$ cat src/rtl/conv_sched_ctrl_pkg.sv
// Shared types and sizing for the convolution pass scheduler.
package conv_sched_ctrl_pkg;

  localparam int unsigned TENSOR_SIZE = 8;
  localparam int unsigned SCHED_CNT_W = TENSOR_SIZE * 2 + 1;
  localparam int unsigned SCHED_TO_W  = 12;
  localparam int unsigned SCHED_ST_W  = 3;

  typedef enum logic [SCHED_ST_W-1:0] {
    SCHED_IDLE,
    SCHED_PREP,
    SCHED_LOAD_W,
    SCHED_FETCH,
    SCHED_MAC,
    SCHED_WB,
    SCHED_FIN,
    SCHED_ERR
  } sched_state_t;

  // States that run a start-pulse / done-pulse handshake with a downstream block.
  function automatic logic is_stage(input sched_state_t s);
    return (s == SCHED_LOAD_W) || (s == SCHED_FETCH) ||
           (s == SCHED_MAC)    || (s == SCHED_WB);
  endfunction

endpackage

$ cat src/rtl/conv_sched_ctrl_watchdog.sv
// Stage timeout counter: cleared by clr, counts while en, flags the final wait cycle.
module sched_watchdog #(
  parameter int unsigned TO_W = 12
) (
  input  logic clk,
  input  logic rstn,
  input  logic clr,
  input  logic en,
  output logic expire
);

  localparam logic [TO_W-1:0] LIMIT = '1;

  logic [TO_W-1:0] cnt;

  // Saturating wait-cycle counter.
  always_ff @(posedge clk or negedge rstn) begin
    if (!rstn) begin
      cnt <= '0;
    end else if (clr) begin
      cnt <= '0;
    end else if (en && (cnt != LIMIT)) begin
      cnt <= cnt + TO_W'(1);
    end
  end

  // Asserted in the wait cycle whose increment makes the count reach its limit.
  assign expire = en && !clr && (cnt == (LIMIT - TO_W'(1)));

endmodule

$ cat src/rtl/conv_sched_ctrl.sv
// Sequencer for one IMG2COL convolution pass: prepare, weight load, then per-tile
// fetch -> MAC -> write-back, with a per-stage watchdog and abort.
module conv_sched_ctrl
  import conv_sched_ctrl_pkg::*;
#(
  parameter int unsigned CNT_W = SCHED_CNT_W,
  parameter int unsigned TO_W  = SCHED_TO_W
) (
  input  logic             clk,
  input  logic             rstn,
  input  logic             start,
  input  logic             abort,
  output logic             pp_start,
  input  logic             pp_enable,
  input  logic [CNT_W-1:0] tile_num,
  output logic             w_start,
  input  logic             w_done,
  output logic             t_start,
  input  logic             t_done,
  output logic             mac_start,
  input  logic             mac_done,
  output logic             wb_start,
  input  logic             wb_done,
  output logic [CNT_W-1:0] tile_idx,
  output logic             last_tile,
  output logic             busy,
  output logic             done,
  output logic             err
);

  localparam logic [CNT_W-1:0] ONE = CNT_W'(1);

  sched_state_t     state;
  logic             issued;   // 0: issue cycle of a stage, 1: waiting for its done
  logic [CNT_W-1:0] tn_lat;
  logic             wd_clr;
  logic             wd_en;
  logic             wd_expire;

  // Watchdog counts in PREP and in stage wait phases; every other cycle clears it,
  // which covers "cleared on state entry" because each counting phase is preceded
  // by IDLE or a stage issue cycle.
  always_comb begin
    wd_en  = 1'b0;
    wd_clr = 1'b1;
    if ((state == SCHED_PREP) || (is_stage(state) && issued)) begin
      wd_en  = 1'b1;
      wd_clr = 1'b0;
    end
  end

  sched_watchdog #(.TO_W(TO_W)) u_watchdog (
    .clk    (clk),
    .rstn   (rstn),
    .clr    (wd_clr),
    .en     (wd_en),
    .expire (wd_expire)
  );

  // Pass sequencer with registered outputs; abort overrides every transition.
  always_ff @(posedge clk or negedge rstn) begin
    if (!rstn) begin
      state     <= SCHED_IDLE;
      issued    <= 1'b0;
      tn_lat    <= '0;
      pp_start  <= 1'b0;
      w_start   <= 1'b0;
      t_start   <= 1'b0;
      mac_start <= 1'b0;
      wb_start  <= 1'b0;
      tile_idx  <= '0;
      last_tile <= 1'b0;
      busy      <= 1'b0;
      done      <= 1'b0;
      err       <= 1'b0;
    end else if (abort && (state != SCHED_IDLE)) begin
      state     <= SCHED_IDLE;
      issued    <= 1'b0;
      pp_start  <= 1'b0;
      w_start   <= 1'b0;
      t_start   <= 1'b0;
      mac_start <= 1'b0;
      wb_start  <= 1'b0;
      tile_idx  <= '0;
      last_tile <= (tn_lat == ONE);
      busy      <= 1'b0;
      done      <= 1'b0;
      err       <= 1'b0;
    end else begin
      done <= 1'b0;
      case (state)
        SCHED_IDLE: begin
          if (start) begin
            state     <= SCHED_PREP;
            pp_start  <= 1'b1;
            busy      <= 1'b1;
            tile_idx  <= '0;
            last_tile <= (tn_lat == ONE);
          end
        end
        SCHED_PREP: begin
          if (pp_enable) begin
            tn_lat    <= tile_num;
            pp_start  <= 1'b0;
            last_tile <= (tile_num == ONE);
            if (tile_num == '0) begin
              state <= SCHED_FIN;
              done  <= 1'b1;
            end else begin
              state   <= SCHED_LOAD_W;
              issued  <= 1'b0;
              w_start <= 1'b1;
            end
          end else if (wd_expire) begin
            state    <= SCHED_ERR;
            pp_start <= 1'b0;
            err      <= 1'b1;
          end
        end
        SCHED_LOAD_W: begin
          if (!issued) begin
            issued  <= 1'b1;
            w_start <= 1'b0;
          end else if (w_done) begin
            state   <= SCHED_FETCH;
            issued  <= 1'b0;
            t_start <= 1'b1;
          end else if (wd_expire) begin
            state <= SCHED_ERR;
            err   <= 1'b1;
          end
        end
        SCHED_FETCH: begin
          if (!issued) begin
            issued  <= 1'b1;
            t_start <= 1'b0;
          end else if (t_done) begin
            state     <= SCHED_MAC;
            issued    <= 1'b0;
            mac_start <= 1'b1;
          end else if (wd_expire) begin
            state <= SCHED_ERR;
            err   <= 1'b1;
          end
        end
        SCHED_MAC: begin
          if (!issued) begin
            issued    <= 1'b1;
            mac_start <= 1'b0;
          end else if (mac_done) begin
            state    <= SCHED_WB;
            issued   <= 1'b0;
            wb_start <= 1'b1;
          end else if (wd_expire) begin
            state <= SCHED_ERR;
            err   <= 1'b1;
          end
        end
        SCHED_WB: begin
          if (!issued) begin
            issued   <= 1'b1;
            wb_start <= 1'b0;
          end else if (wb_done) begin
            issued <= 1'b0;
            if (last_tile) begin
              state <= SCHED_FIN;
              done  <= 1'b1;
            end else begin
              state     <= SCHED_FETCH;
              t_start   <= 1'b1;
              tile_idx  <= tile_idx + ONE;
              last_tile <= ((tile_idx + ONE) == (tn_lat - ONE));
            end
          end else if (wd_expire) begin
            state <= SCHED_ERR;
            err   <= 1'b1;
          end
        end
        SCHED_FIN: begin
          state <= SCHED_IDLE;
          busy  <= 1'b0;
        end
        SCHED_ERR: begin
          state <= SCHED_ERR;
        end
        default: begin
          state <= SCHED_IDLE;
          busy  <= 1'b0;
        end
      endcase
    end
  end

endmodule

$ cat config.mk
export PLATFORM = sky130hd
export DESIGN_NAME = conv_sched_ctrl
export DESIGN_NICKNAME = d
export VERILOG_FILES = /design/src/rtl/conv_sched_ctrl_pkg.sv /design/src/rtl/conv_sched_ctrl_watchdog.sv /design/src/rtl/conv_sched_ctrl.sv
export SDC_FILE = /design/constraint.sdc
export NUM_CORES = 1
export LEC_CHECK = 0
export ABC_CLOCK_PERIOD_IN_PS = 2900
export BUFFER_PORTS_ARGS = -buffer_cell sky130_fd_sc_hd__buf_2
export CORE_MARGIN = 4
export CORE_UTILIZATION = 59
export CTS_CLUSTER_SIZE = 28
export DETAILED_ROUTE_END_ITERATION = 8
export GPL_ROUTABILITY_DRIVEN = 1
export PLACE_DENSITY = 0.81
export SLEW_MARGIN = 20
export SYNTH_ARGS = -nofsm -noshare
export SYNTH_HDL_FRONTEND = slang
export SYNTH_SLANG_ARGS = --single-unit
$ cat constraint.sdc
create_clock -name clk -period 2.9 [get_ports clk]
set_clock_uncertainty 0.05 [all_clocks]
set_input_delay 0.58 -clock clk [delete_from_list [all_inputs] [get_ports clk]]
set_output_delay 0.58 -clock clk [all_outputs]
set_load 0.01 [all_outputs]
==> reports/results.ini <==
[global_routing]
grt_pass1_vias=3347
grt.total_usage_pct=24.54
grt_pass1_wl_um=16390
overflow=0
grt_start_max_net_pins=32
antenna_found_initial=0

[timing]
grt_setup_unrepaired=false
setup_tns_ns=0
fmax_ghz=0.3691
maxSlewHeadroom_pct=51.71
finalSetupViolations=0
fin_crit_sh_pct=93.42
maxSlewViolCount=0
hold_violations=0
worst_slew_pin_slew_ns=0.7244
fin_crit_ns=2.709

[hold_path]
hold_class=in -> async

[finish]
final_cell_mix=dfrtp_1 (59), buf_2 (51), nor2_1 (45)
n_antenna_cell=0
layout-drive-gt1-share_pct=20.96
fin_nets=527
multiInputGateArea_mm2=0.002420
n_fill_cell=510
regArea_mm2=0.001476
layout_commonest_cell=dfrtp_1
final_cells=578
syn2layout_area_growth_pct=14.25

[routing]
viasPerCell=6.287
wirelength_um=9795
drtPass1Iterations=5
antenna_left=0
num_vias=3634
drc_errors=0
drt_iter0_drc=223
wl_per_cell_um=16.95

[power_and_ir_drop]
intPower_mw=2.193
power_frac_seq_pct=36.7
p_comb_share_pct=41.6
ir_drop_uv=520.8
cellPowerDensity_mw_per_mm2=807.6
p_sw_mw=1.492
p_leak_nw=2.034
power_mw=3.685
clock_power_share_pct=21.7
p_sw_share_pct=40.50

[placement]
dp_hpwl_um=7066
placedCellCount=562
place_congestion=0.9252
portBuffers=51

[floorplan]
die_h_um=90.28
ioPinCount=52
start_util_pct=61.84
dieArea_mm2=0.008150
core_area_mm2=0.006459
row_count=29
die_x_um=90.28

[yosys]
synth_top_area_share_pct=36.97
syn_inst=444
synth_cell_types=58
syn_nets=475
synthArstFlopShare_pct=100.0
synth_area_mm2=0.003994
synth_top_flop_cell=dfrtp_1
synthTopCellsByArea=dfrtp_1 (37%), xnor2_1 (5.5%), o21ai_0 (5.1%), mux2_2 (4.8%), nor2_1 (4.2%)
synth_edf_count=0
ys_ff_latch=59
synth.largest_area_cell=dfrtp_1
avgSynthCellArea_um2=8.995
ys_seq_area_share_pct=36.97
ys_warn_count=0

[clocking]
path_clk_slew_ns=0.07
htreeDepth=3
cts_tree=built
post_cts_resized=0
cts.hold.buffers_added=0
cts.path.max_buffers=2
clock_latency_ns=0.34
cts.sinks=59
post-cts-setup-buffer-count=0
cts_root_buf=clkbuf_8
cts_buffers=9

[worst_setup_path]
critPathSlowestCell=dfrtp_1
worstPathRequired_ns=3.11
end_kind=register
worstPathArrival_ns=2.92
worstSetupStartpointType=register
crit_chain=ha_1 > nand3_2 > nor3_4 > and3_1 > and3_1 > or3b_1 > a2111oi_2 > o21ai_1 > a21oi_1
critPathMostFrequentCell=and3_1
crit_path_max_fanout=6
max_stage_delay_ns=0.41
crit_type=reg -> reg

[run_status]
status=completed

[flow_run]
cap_violations=0

## power groups by stage
stage               combinational [mW]  clock (mW)  sequential, mW
detailed placement                1.51           0            1.35
floorplan                         1.22           0            1.24
global route                      1.71       0.855            1.39
finish                            1.53       0.801            1.35
global placement                  1.48           0            1.34
CTS                               1.53       0.813            1.34
## state kept, by name, indices dropped and copies added, names as in the netlist, 3 cells and up
name            cells
u_watchdog.cnt     12
tn_lat             17
state               3
tile_idx           17
## worst max-delay path, delay by kind of cell (launching register included)
kind            cells  cell delay (ns)
fa+ha+maj           1             0.31
flops               1             0.41
compound gates      3             0.60
simple gates        5             1.27
## final cells by class
cell class                 count  share of cell area, %
inverter                       8                 0.6581
sequential                    59                  32.36
timing repair buffer          59                  7.184
clock buffer                  12                  3.619
clock inverter                 4                  1.042
multi-input combinational    359                  53.03
tap                           77                  2.111
## cell families after synthesis
logic type	Yosys count	synth area share [%]
compound gates	104	16.26
flops	59	36.97
xor+xnor	44	11.72
buf+inv	26	2.444
fa+ha+maj	5	1.566
simple gates	185	25.25
mux	21	5.796
## synthesized netlist by cell type (12+ instances only)
cell and count:
nand2_1 34, and3_1 13, clkbuf_1 18, nor2_1 45
xnor2_1 25, mux2_2 17, dfrtp_1 59, o21ai_0 41
a21oi_1 18, nand3_1 17, nor3_1 12, xor2_1 13
## path summary, 6_finish.rpt
kind / from / end / slack (ns) / cells after the start
setup / recovery: tile_idx[1] / last_tile / 0.19 / 9
hold / removal: rstn / tile_idx[7] / 0.24 / 1
setup reg to reg: tile_idx[1] / last_tile / 0.19 / 9
hold reg to reg: pp_start / pp_start / 0.45 / 2
max in group asynchronous: rstn / u_watchdog.cnt[10] / 1.96 / 2
min in group clk: tile_num[5] / tn_lat[5] / 0.44 / 2
## layer usage
metal	share of wire, %	wire length [um]	global-route usage, %	vias up
met5	0	0	0	-
met4	2.4	235	9.439	0
met3	7.5	739	4.333	24
met2	44	4341	36.09	174
met1	46	4479	36.07	1702
li1	-	-	-	1734
## stage by stage
stage               cell area (um^2)  utilization, %  worst slack, ns  hold WS (ns)
floorplan                       3994               -           0.3871        0.2344
global placement                4350           67.36           0.3619        0.4422
detailed placement              4350           67.36           0.2340        0.4463
CTS                             4563           70.65           0.2059        0.2665
global route                    4563           70.65         0.009335        0.2999
finish                          4563           70.65           0.1908        0.2428
No activity file was read; power rests on OpenSTA's default activity.
